File: src/rtl/mul_pipe_regs_pkg.sv
// Shared widths and payload layout for the multiplier M-stage register chain.
// Downstream write-back logic reuses payload_t to unpack the last stage.
package mul_pipe_regs_pkg;

  localparam int DEFAULT_WORD_SIZE       = 32;
  localparam int DEFAULT_INSTR_TYPE_SZ   = 4;
  localparam int DEFAULT_ROB_ENTRY_WIDTH = 6;

  typedef struct packed {
    logic [DEFAULT_INSTR_TYPE_SZ-1:0]   instruction_type;
    logic [DEFAULT_WORD_SIZE-1:0]       pc;
    logic [DEFAULT_WORD_SIZE-1:0]       result;
    logic [DEFAULT_ROB_ENTRY_WIDTH-1:0] rob_id;
  } payload_t;

  // Flattened payload width for a given parameterisation.
  function automatic int payload_width(input int word_size, input int instr_type_sz,
                                       input int rob_entry_width);
    return instr_type_sz + 2 * word_size + rob_entry_width;
  endfunction

endpackage

File: src/rtl/mul_pipe_regs_if.sv
// Bundle between the multiplier issue point, the register chain and write-back.
// master = environment (issue + downstream stall), slave = the register chain.
interface mul_pipe_regs_if
  import mul_pipe_regs_pkg::*;
#(
  parameter int NUM_STAGES      = 4,
  parameter int WORD_SIZE       = DEFAULT_WORD_SIZE,
  parameter int INSTR_TYPE_SZ   = DEFAULT_INSTR_TYPE_SZ,
  parameter int ROB_ENTRY_WIDTH = DEFAULT_ROB_ENTRY_WIDTH
);

  logic                             valid;
  logic [INSTR_TYPE_SZ-1:0]         instruction_type;
  logic [WORD_SIZE-1:0]             pc;
  logic [WORD_SIZE-1:0]             result;
  logic [ROB_ENTRY_WIDTH-1:0]       rob_id;
  logic                             in_ready;
  logic                             stall;
  logic                             flush;
  logic                             valid_out;
  logic [INSTR_TYPE_SZ-1:0]         instruction_type_out;
  logic [WORD_SIZE-1:0]             pc_out;
  logic [WORD_SIZE-1:0]             result_out;
  logic [ROB_ENTRY_WIDTH-1:0]       rob_id_out;
  logic [$clog2(NUM_STAGES+1)-1:0]  occupancy;

  modport master (
    output valid, instruction_type, pc, result, rob_id, stall, flush,
    input  in_ready, valid_out, instruction_type_out, pc_out, result_out, rob_id_out,
           occupancy
  );

  modport slave (
    input  valid, instruction_type, pc, result, rob_id, stall, flush,
    output in_ready, valid_out, instruction_type_out, pc_out, result_out, rob_id_out,
           occupancy
  );

endinterface

File: src/rtl/pipe_stage_reg.sv
// One pipeline boundary: a valid bit plus a clock-enabled payload register.
// flush only kills the valid bit; the payload is don't-care while invalid.
module pipe_stage_reg #(
  parameter int WIDTH = 8
) (
  input  logic             clk,
  input  logic             reset,
  input  logic             load,
  input  logic             flush,
  input  logic             prev_valid,
  input  logic [WIDTH-1:0] prev_data,
  output logic             valid,
  output logic [WIDTH-1:0] data
);

  always_ff @(posedge clk or negedge reset) begin
    if (!reset) begin
      valid <= 1'b0;
      data  <= '0;
    end else begin
      if (flush) begin
        valid <= 1'b0;
      end else if (load) begin
        valid <= prev_valid;
      end
      if (load) begin
        data <= prev_data;
      end
    end
  end

endmodule

File: src/rtl/mul_pipe_regs.sv
// NUM_STAGES-deep register chain between M1 and write-back with bubble collapse,
// input-ready handshake, pipeline-wide flush and a registered occupancy count.
module mul_pipe_regs
  import mul_pipe_regs_pkg::*;
#(
  parameter int NUM_STAGES      = 4,
  parameter int WORD_SIZE       = DEFAULT_WORD_SIZE,
  parameter int INSTR_TYPE_SZ   = DEFAULT_INSTR_TYPE_SZ,
  parameter int ROB_ENTRY_WIDTH = DEFAULT_ROB_ENTRY_WIDTH
) (
  input logic           clk,
  input logic           reset,
  mul_pipe_regs_if.slave bus
);

  localparam int PAYLOAD_W = payload_width(WORD_SIZE, INSTR_TYPE_SZ, ROB_ENTRY_WIDTH);
  localparam int OCC_W     = $clog2(NUM_STAGES + 1);

  logic [NUM_STAGES-1:0] load;
  logic [NUM_STAGES-1:0] v;
  logic [NUM_STAGES-1:0] v_next;
  logic [NUM_STAGES-1:0] prev_v;
  logic [PAYLOAD_W-1:0]  prev_d [NUM_STAGES];
  logic [PAYLOAD_W-1:0]  data   [NUM_STAGES];
  logic [PAYLOAD_W-1:0]  in_data;
  logic [OCC_W-1:0]      occ_reg;
  logic [OCC_W-1:0]      occ_next;

  assign in_data = {bus.instruction_type, bus.pc, bus.result, bus.rob_id};

  genvar gi;
  generate
    for (gi = 0; gi < NUM_STAGES; gi++) begin : g_stage
      // Unrolled form of load[i] = !v[i] || load[i+1]: a stage moves unless it
      // and everything behind it up to the tail is full while stalled.
      assign load[gi] = !bus.stall || !(&v[NUM_STAGES-1:gi]);

      if (gi == 0) begin : g_head
        assign prev_v[gi] = bus.valid;
        assign prev_d[gi] = in_data;
      end else begin : g_body
        assign prev_v[gi] = v[gi-1];
        assign prev_d[gi] = data[gi-1];
      end

      assign v_next[gi] = !bus.flush && (load[gi] ? prev_v[gi] : v[gi]);

      pipe_stage_reg #(
        .WIDTH (PAYLOAD_W)
      ) u_stage (
        .clk        (clk),
        .reset      (reset),
        .load       (load[gi]),
        .flush      (bus.flush),
        .prev_valid (prev_v[gi]),
        .prev_data  (prev_d[gi]),
        .valid      (v[gi]),
        .data       (data[gi])
      );
    end
  endgenerate

  always_comb begin
    occ_next = '0;
    for (int i = 0; i < NUM_STAGES; i++) begin
      occ_next = occ_next + OCC_W'(v_next[i]);
    end
  end

  // Counted from the next-state valid vector so it tracks v on the same edge.
  always_ff @(posedge clk or negedge reset) begin
    if (!reset) begin
      occ_reg <= '0;
    end else begin
      occ_reg <= occ_next;
    end
  end

  assign bus.in_ready  = load[0];
  assign bus.valid_out = v[NUM_STAGES-1];
  assign {bus.instruction_type_out, bus.pc_out, bus.result_out, bus.rob_id_out} =
         data[NUM_STAGES-1];
  assign bus.occupancy = occ_reg;

endmodule
File: src/flat_wrapper.sv
// flat-port wrapper written by rule: the top's interface ports become plain ports
module mul_pipe_regs_flat import mul_pipe_regs_pkg::*;
#(
  parameter int NUM_STAGES      = 4,
  parameter int WORD_SIZE       = DEFAULT_WORD_SIZE,
  parameter int INSTR_TYPE_SZ   = DEFAULT_INSTR_TYPE_SZ,
  parameter int ROB_ENTRY_WIDTH = DEFAULT_ROB_ENTRY_WIDTH
)
  (clk, reset, bus_valid, bus_instruction_type, bus_pc, bus_result, bus_rob_id, bus_stall, bus_flush, bus_in_ready, bus_valid_out, bus_instruction_type_out, bus_pc_out, bus_result_out, bus_rob_id_out, bus_occupancy);
  mul_pipe_regs_if #(.NUM_STAGES(NUM_STAGES), .WORD_SIZE(WORD_SIZE), .INSTR_TYPE_SZ(INSTR_TYPE_SZ), .ROB_ENTRY_WIDTH(ROB_ENTRY_WIDTH)) bus_i ();
  input logic clk;
  input logic reset;
  input wire logic [$bits(bus_i.valid)-1:0] bus_valid;
  input wire logic [$bits(bus_i.instruction_type)-1:0] bus_instruction_type;
  input wire logic [$bits(bus_i.pc)-1:0] bus_pc;
  input wire logic [$bits(bus_i.result)-1:0] bus_result;
  input wire logic [$bits(bus_i.rob_id)-1:0] bus_rob_id;
  input wire logic [$bits(bus_i.stall)-1:0] bus_stall;
  input wire logic [$bits(bus_i.flush)-1:0] bus_flush;
  output wire logic [$bits(bus_i.in_ready)-1:0] bus_in_ready;
  output wire logic [$bits(bus_i.valid_out)-1:0] bus_valid_out;
  output wire logic [$bits(bus_i.instruction_type_out)-1:0] bus_instruction_type_out;
  output wire logic [$bits(bus_i.pc_out)-1:0] bus_pc_out;
  output wire logic [$bits(bus_i.result_out)-1:0] bus_result_out;
  output wire logic [$bits(bus_i.rob_id_out)-1:0] bus_rob_id_out;
  output wire logic [$bits(bus_i.occupancy)-1:0] bus_occupancy;
  assign bus_i.valid = bus_valid;
  assign bus_i.instruction_type = bus_instruction_type;
  assign bus_i.pc = bus_pc;
  assign bus_i.result = bus_result;
  assign bus_i.rob_id = bus_rob_id;
  assign bus_i.stall = bus_stall;
  assign bus_i.flush = bus_flush;
  assign bus_in_ready = bus_i.in_ready;
  assign bus_valid_out = bus_i.valid_out;
  assign bus_instruction_type_out = bus_i.instruction_type_out;
  assign bus_pc_out = bus_i.pc_out;
  assign bus_result_out = bus_i.result_out;
  assign bus_rob_id_out = bus_i.rob_id_out;
  assign bus_occupancy = bus_i.occupancy;
  mul_pipe_regs #(.NUM_STAGES(NUM_STAGES), .WORD_SIZE(WORD_SIZE), .INSTR_TYPE_SZ(INSTR_TYPE_SZ), .ROB_ENTRY_WIDTH(ROB_ENTRY_WIDTH)) u_core (.clk(clk), .reset(reset), .bus(bus_i));
endmodule
File: config.mk
export PLATFORM = sky130hd
export DESIGN_NAME = mul_pipe_regs_flat
export DESIGN_NICKNAME = d
export VERILOG_FILES = /design/src/rtl/mul_pipe_regs_pkg.sv /design/src/rtl/mul_pipe_regs_if.sv /design/src/rtl/pipe_stage_reg.sv /design/src/rtl/mul_pipe_regs.sv /design/src/flat_wrapper.sv
export SDC_FILE = /design/constraint.sdc
export NUM_CORES = 1
export LEC_CHECK = 0
export ABC_AREA = 1
export CAP_MARGIN = 40
export CELL_PAD_IN_SITES_DETAIL_PLACEMENT = 2
export CELL_PAD_IN_SITES_GLOBAL_PLACEMENT = 2
export CORE_ASPECT_RATIO = 1.1
export CORE_MARGIN = 5
export CORE_UTILIZATION = 37
export CTS_CLUSTER_DIAMETER = 200
export CTS_CLUSTER_SIZE = 28
export DETAILED_ROUTE_END_ITERATION = 6
export PLACE_DENSITY = 0.95
export SYNTH_ARGS = -nofsm -noshare
export SYNTH_HDL_FRONTEND = slang
export SYNTH_SLANG_ARGS = --single-unit
File: constraint.sdc
create_clock -name clk -period 3.4 [get_ports clk]
set_input_delay 1.02 -clock clk [delete_from_list [all_inputs] [get_ports clk]]
set_output_delay 1.02 -clock clk [all_outputs]
set_load 0.02 [all_outputs]
==> results.yml <==
sta:
  fmax_mhz: 313
  holdWs_ps: 489
  worstMarginPinSlew_ps: 852
  rsz0062_at_grt: "false"
  slew_headroom_pct: 43.2
  fin_crit_sh_pct: 94.0
  drv_slew: 0
  hold_violations: 0
  clock_skew_ps: 14.1
  fin_tns_setup_ps: 0
  period_minus_slack_ps: 3190
  setup_viol: 0
synth:
  avgSynthCellArea_sq_um: 9.30
  syn_nets: 1364
  ys_warn_count: 0
  mappedNetlistArea_sq_um: 11900
  synth.distinct_cells: 16
  netlist_instances: 1282
  yosysSeqAreaShare_pct: 63.6
  synth-seq-cells: 303
finish:
  fillers: 3431
  multi_input_area_sq_um: 3170
  regArea_sq_um: 7590
  syn_to_final_growth_pct: 15.3
  mostFrequentLayoutCells: "nand2_1, dfrtp_1, clkdlybuf4s50_1"
  drive_gt1_share_pct: 3.01
  final_common_cell: "nand2_1"
  instances_no_fill: 1754
  finalInstanceArea_sq_um: 13700
  nets: 1408
setup_path:
  r2r-end: "u_core.g_stage[2].u_stage.data[10]"
  worstSetupEndpointType: "output port"
  critical_path_class: "reg -> out"
  r2r-start: "u_core.g_stage[3].u_stage.valid"
  startpoint_type: "flip-flop"
  worstPathRequired_ps: 2380
  r2r_cells: 5
  worstPathMaxFanout: 27
  worstPathArrival_ps: 2170
  ff2ff_setup_slack_ps: 690
floorplanning:
  rows: 69
  die_w_um: 181
  io_pins: 158
  initial_core_util_pct: 37.2
  die_area_sq_um: 35900
  die_h_um: 198
  coreArea_sq_um: 32000
pwr:
  power_density_nw_per_um2: 469
  p_leak_nw: 6.69
  power.total_mw: 6.45
  max-vdd-ir-drop_uv: 282
global_route:
  grt_overflow_total: 0
  grt_pass1_wl_um: 53700
  grt_usage_pct: 18.3
  antenna_found_initial: 2
  grt_max_degree: 149
  grt_pass1_vias: 9810
clock_tree:
  cts_tree: "yes"
  cts_max_path_buffers: 3
  clock_sinks: 303
  post-cts-setup-buffers: 0
  insertion_delay_ps: 490
  cts_made_buffers: 14
  clk_pin_slew_ps: 110
  h-tree-depth: 1
  cts_resized: 0
  root_buffer: "clkbuf_16"
  cts.hold.buffers_added: 0
worst_hold_path:
  hold_end: "u_core.g_stage[3].u_stage.data[45]"
  min_from: "u_core.g_stage[2].u_stage.data[45]"
  hold_class: "reg -> reg"
  hold_depth: 2
placed_design:
  portBuffers: 157
  dp_cells: 1736
  hpwl_um: 22900
  place.gp.congestion: 0.758
  place_area_sq_um: 13400
route:
  wirelength_um: 33000
  post-route-drc-count: 0
  drtPass1Iterations: 4
  wl_per_cell_um: 18.8
  first_iter_violations: 390
  drtAntennaViolNets: 0
  vias: 8545
  via_per_inst: 4.87
run_status:
  status: "complete, no violations"
job:
  max_cap_violations: 0
==> how the worst max path moves through the flow <==
| stage | startpoint | endpoint | slack (ps) | depth (start not counted) |
|---|---|---|---|---|
| detailed placement | bus_stall | bus_in_ready | 240 | 5 |
| finish | u_core.g_stage[3].u_stage.valid | bus_in_ready | 210 | 4 |
| floorplan | bus_stall | bus_in_ready | 720 | 4 |
| global route | u_core.g_stage[3].u_stage.valid | bus_in_ready | 80 | 4 |
| global placement | bus_stall | bus_in_ready | 280 | 5 |
| CTS | u_core.g_stage[3].u_stage.valid | bus_in_ready | 120 | 4 |
==> Yosys cell counts (all sizes together) <==
master,instances,area (sq um)
fa,1,20.0
nand2,521,1960
clkbuf,22,82.6
dfrtp,303,7580
nor2,3,11.3
a21oi,3,15.0
inv,79,297
nand4,1,6.26
nand3,75,375
o21ai,148,741
ha,2,25.0
buf,124,813
==> per-stage QoR <==
step	utilization, %	setup slack (ps)
final	42.9	206
after global routing	42.9	80.6
after CTS	42.9	119
after detailed placement	41.7	240
after global placement	41.6	279
after floorplan	-	724
==> cells by family (layout without fill, tap and decap cells) <==
family                     Yosys count  count (layout)  synth area share [%]
DFF                                303             303                  63.6
buffers and inverters              225             270                  10.0
other                                0               1                     0
and+or+nand+nor                    600             600                  19.7
adders and majority gates            3               3                 0.378
AOI/OAI and AO/OA                  151             151                  6.34
==> report_power, final <==
| group | switching (mW) | total [mW] | internal, mW |
|---|---|---|---|
| logic | 0.356 | 0.624 | 0.268 |
| clock network | 1.10 | 1.91 | 0.805 |
| registers | 0.116 | 3.91 | 3.80 |
| total | 1.58 | 6.45 | 4.87 |
==> cell type report <==
type | instances | area share (%)
diodes | 1 | 0.0182
well taps | 426 | 3.88
inverters | 79 | 2.18
clock inverters | 1 | 0.0546
flip-flops and latches | 303 | 55.2
repair buffers | 174 | 12.8
clock buffers | 16 | 2.76
multi-input cells | 754 | 23.1
==> flip-flops by register name, indices dropped and copies added (netlist names) <==
name                          cells
u_core.g_stage.u_stage.valid      4
u_core.bus.occupancy              3
u_core.g_stage.u_stage.data     296
==> routing by layer <==
layer  GRT usage [%]  vias up  part of all wire (%)
met2            35.2      115                    55
met4            4.00        2                   1.7
met3            2.46       30                   3.4
li1                -     3969                     -
met1            21.9     4429                    40
met5               0        -                 0.061
==> worst max-delay path: stages, from the launching register on <==
cell             delay (ps)
dfrtp_4                 630
nand3_1                 290
inv_4                    60
nand2_4                  70
clkdlybuf4s50_1         630
Power figures use the tool's default switching activity.
==> RTL change 1, RTL diff (same flow settings) <==
Make the reset (`reset`) synchronous in 2 clocked blocks.
--- a/src/rtl/pipe_stage_reg.sv
+++ b/src/rtl/pipe_stage_reg.sv
@@ -13,7 +13,7 @@
   output logic [WIDTH-1:0] data
 );
 
-  always_ff @(posedge clk or negedge reset) begin
+  always_ff @(posedge clk) begin
     if (!reset) begin
       valid <= 1'b0;
       data  <= '0;
--- a/src/rtl/mul_pipe_regs.sv
+++ b/src/rtl/mul_pipe_regs.sv
@@ -68,7 +68,7 @@
   end
 
   // Counted from the next-state valid vector so it tracks v on the same edge.
-  always_ff @(posedge clk or negedge reset) begin
+  always_ff @(posedge clk) begin
     if (!reset) begin
       occ_reg <= '0;
     end else begin
Function: differs if reset is asserted again (counterexample within 4 cycles, from zero or initial values and one cycle with reset low); with reset held inactive, the same outputs for 10 cycles.
==> RTL change 1 against the unedited design <==
  * Largest cell class unchanged
  * Clock skew is 0.0030 ns lower
  * Wire length rose by 16%
  * Count of clock-buffer cells in the layout stayed put
  * Final area is 0.94% higher
  * Sequential cell count unchanged
  * Final cell count grew 22%
  * Synthesized area up 2.0%
  * Register-to-register slack improved by 0.39 ns
  * Power shrank 4.3%
  * Setup slack improved by 0.0056 ns
==> RTL change 1: results (changes against the unedited design) <==
| Metric | Value |
|---|---|
| Outcome | finished, final reports clean |
| Top cells by count, synth | nor2_1 (446), dfxtp_1 (303), nand2_1 (300) |
| Metal2 WL | 20700 µm (+15%) |
| First-pass GRT wire length | 61500 µm (+15%) |
| Uppermost layer routed | met4 |
| Origin of the critical flop-to-flop path | u_core.g_stage[3].u_stage.valid$_SDFF_PP0_ |
| Area contributors post-synth | dfxtp_1 (50%), nor2_1 (14%), nand2_1 (9.3%), nand3_1 (6.1%), buf_4 (5.4%) |
| DRT iter0 DRCs | 362 (-7.2%) |
| CP peak stage delay | 0.54 ns (-0.09 ns) |
| Slack of the worst reg-to-reg path | 1.08 ns (+0.39 ns) |
| Worst vdd ir | 0.241 mV (-14%) |
| Hold slack | 0.474 ns (-0.0146 ns) |
| WL met1 | 15700 µm (+19%) |
| Antenna violations before repair | 0 (-2) |
| Critical Path Fanout Max | 2 (-93%) |
| FF-to-FF End | u_core.bus.occupancy[1]$_SDFF_PN0_ |
| Post-DR wirelength/cell | 17.8 µm (-5.0%) |
| Clk_skew | 0.0111 ns (-0.00297 ns) |
| Largest net degree at the start of global routing | 117 (-21%) |
| ANT cells | 0 (-1) |
| Worst path slowest cell | clkdlybuf4s50_1 |
| Leakage | 0.00538 µW (-20%) |
| Ys async rst share | 0 (-1.00) |
| Nets | 1796 (+28%) |
| Sequential-to-total area share from yosys stat | 0.499 (-0.137) |
| Worst rel slew slack | 0.403 (-0.0290) |
| Vias in the first global route | 11929 (+22%) |
| I/O Buffers | 157 (unchanged) |
| Post-CTS Repair Setup Buffers | 0 (unchanged) |
| Detail Placement HPWL | 24900 µm (+8.8%) |
| Met3 WL | 990 µm (-12%) |
| Fraction of layout cells with a size suffix above 1 | 0.0280 (-0.00215) |
| Vias/cell | 4.94 (+1.5%) |
| Netlist cell types | 17 (+1) |
| R2r worst-path depth | 10 (+5) |
| Post-synth top area share | 0.499 (-0.137) |
| Placer Congestion | 0.738 (-2.7%) |
| CP endpoint | bus_in_ready |
| Final period util | 0.938 (-0.00164) |
[RTL change 1: cell types whose count changed after synthesis, sizes merged, moves of 74 or more]
| cell | unedited run | this run |
|---|---|---|
| dfxtp | 0 | 303 |
| o21ai | 148 | 74 |
| nand3 | 75 | 149 |
| inv | 79 | 160 |
| nor2 | 3 | 447 |
| nand2 | 521 | 301 |
| dfrtp | 303 | 0 |
| a21oi | 3 | 82 |
[RTL change 1: final cells by class]
class / instances / area [µm²]
well taps: 426 / 533
repair buffers: 178 / 1850
fillers: 3785 / 18500
clock inverters: 1 / 7.51
clock buffers: 16 / 379
inverters: 160 / 601
flip-flops and latches: 303 / 6070
multi-input cells: 1057 / 4430
[RTL change 1: logic make-up (layout without fill, tap and decap cells)]
group                      count (synthesis)  in the layout  synth area share
AOI/OAI and AO/OA                        156            156            0.0642
DFF                                      303            303             0.499
adders and majority gates                  3              3           0.00370
buffers and inverters                    347            355             0.139
and+or+nand+nor                          898            898             0.294
[RTL change 1: what timing repair did]
item / CTS / global route
resized for setup: 1 / 0
hold endpoints to repair: 0 / 0
setup endpoints to repair: 1 / 0
[RTL change 1: stage by stage]
step	cells	setup slack (ns)	total power [µW]
floorplan	1707	0.582	4080
global placement	2121	0.0490	4260
detailed placement	2124	-0.0119	4300
CTS	2141	0.213	6260
global route	2141	0.176	6430
finish	2141	0.211	6170
[RTL change 1: layer usage]
metal,up-vias,global-route usage
li1,5124,-
met5,-,0
met3,41,0.0187
met2,142,0.399
met1,5278,0.231
met4,0,0.0460
[RTL change 1: where the power goes]
group,switching (µW),internal (µW),leakage (µW)
clock,1140,806,0.000186
sequential,71.2,3670,0.00248
combinational,260,218,0.00271
[RTL change 1: worst min-delay path: stages (launching register included)]
cell and delay, ns:
dfxtp_1 0.33, nand2_1 0.06, a21oi_1 0.05
==> RTL change 2, RTL diff (config.mk and constraints unchanged) <==
Made on the original files. `DEFAULT_WORD_SIZE`: 32 -> 64.
--- a/src/rtl/mul_pipe_regs_pkg.sv
+++ b/src/rtl/mul_pipe_regs_pkg.sv
@@ -2,7 +2,7 @@
 // Downstream write-back logic reuses payload_t to unpack the last stage.
 package mul_pipe_regs_pkg;
 
-  localparam int DEFAULT_WORD_SIZE       = 32;
+  localparam int DEFAULT_WORD_SIZE       = 64;
   localparam int DEFAULT_INSTR_TYPE_SZ   = 4;
   localparam int DEFAULT_ROB_ENTRY_WIDTH = 6;
 
Ports: changed (resized bus_pc, bus_pc_out, bus_result and bus_result_out); port bits go from 158 to 286. No check against the original RTL was run, so the function may have changed too.
==> RTL change 2 against the unedited design <==
  * Wire length increased by 110%
  * Synthesized area increased by 86%
  * Sequential cell count increased by 256
  * Maximum frequency increased by 4.1%
  * Power increased by 82%
  * Final cell count increased by 83%
  * Setup slack improved by 0.13 ns
  * Final area increased by 83%
  * Critical endpoint unchanged
==> RTL change 2: results (changes against the unedited design) <==
| Metric | Value |
|---|---|
| Top cells by count, synth | nand2_1 (968), dfrtp_1 (559), o21ai_0 (276) |
| Sw Pwr | 2970 µW (+88%) |
| Max reg flops | 552 (+86%) |
| Post-DR wirelength/cell | 21.5 µm (+14%) |
| Fill cell count | 6399 (+87%) |
| Met3 WL | 1760 µm (+57%) |
| Vias/cell | 5.07 (+4.0%) |
| Leakage | 0.0122 µW (+83%) |
| Outcome | finished, final reports clean |
| Uppermost layer routed | met4 |
| Worst rel slew slack | 0.347 (-0.0847) |
| Sequential-to-total area share from yosys stat | 0.631 (-0.00493) |
| Metal2 WL | 37400 µm (+110%) |
| Origin of the worst setup path | bus_stall |
| Origin of the critical flop-to-flop path | u_core.g_stage[2].u_stage.valid$_DFF_PN0_ |
| DRT iter0 DRCs | 814 (+110%) |
| Nets | 2581 (+83%) |
| All-Layer GR Usage | 0.209 (+0.0259) |
| Detail Placement HPWL | 47400 µm (+110%) |
| Fraction of layout cells with a size suffix above 1 | 0.0251 (-0.00509) |
| Later-pin clock latency in the skew report | 0.58 ns (+0.09 ns) |
| Critical Path Fanout Max | 3 (-89%) |
| Placer Congestion | 0.792 (+4.4%) |
| Netlist cell types | 19 (+3) |
| First-pass GRT wire length | 109000 µm (+100%) |
| I/O Buffers | 285 (+82%) |
| Placed inst area | 24600 µm² (+84%) |
| Largest net degree at the start of global routing | 141 (-5.4%) |
==> RTL change 2: per-layer routing <==
| metal | track usage | vias to the layer above |
|---|---|---|
| li1 | - | 7300 |
| met1 | 0.234 | 8489 |
| met2 | 0.398 | 328 |
| met3 | 0.0189 | 166 |
| met4 | 0.104 | 0 |
| met5 | 0 | - |
==> RTL change 2: layout make-up <==
type                       count  area, µm²  area share
sequential                   559      14000       0.556
multi-input combinational   1394       5840       0.232
timing repair buffer         314       3240       0.128
tap                          768        961      0.0382
clock buffer                  25        583      0.0232
inverter                     143        544      0.0216
antenna                       11       27.5     0.00109
==> RTL change 2: path summary, 6_finish.rpt <==
path	slack [ns]	end	cells after the start
worst max-delay path	0.33	bus_in_ready	5
worst min register to register	0.48	u_core.g_stage[3].u_stage.data[37]$_DFFE_PN0N_	2
min in group clk	0.48	u_core.g_stage[3].u_stage.data[37]$_DFFE_PN0N_	2
worst min-delay path	0.47	u_core.g_stage[1].u_stage.data[8]$_DFFE_PN0N_	1
worst max register to register	0.86	u_core.g_stage[2].u_stage.data[41]$_DFFE_PN0N_	6
max in group asynchronous	2.04	u_core.g_stage[2].u_stage.data[29]$_DFFE_PN0N_	2
==> RTL change 2: kinds of logic after synthesis <==
kind of cell,synth area share
flops,0.631
buf+inv,0.106
simple gates,0.198
compound gates,0.0630
fa+ha+maj,0.00203
==> RTL change 2: through the flow <==
stage               total power, µW  instances
CTS                           11900       3203
floorplan                      7880       2371
global route                  12200       3214
detailed placement             8570       3178
global placement               8420       3177
finish                        11700       3214
==> RTL change 2: power groups by stage <==
stage | combinational, µW | sequential [µW] | clock, µW
after floorplan | 612 | 7270 | 0
after global routing | 1300 | 7280 | 3630
after detailed placement | 1200 | 7370 | 0
final | 1180 | 7240 | 3280
after CTS | 1210 | 7240 | 3410
after global placement | 1100 | 7320 | 0
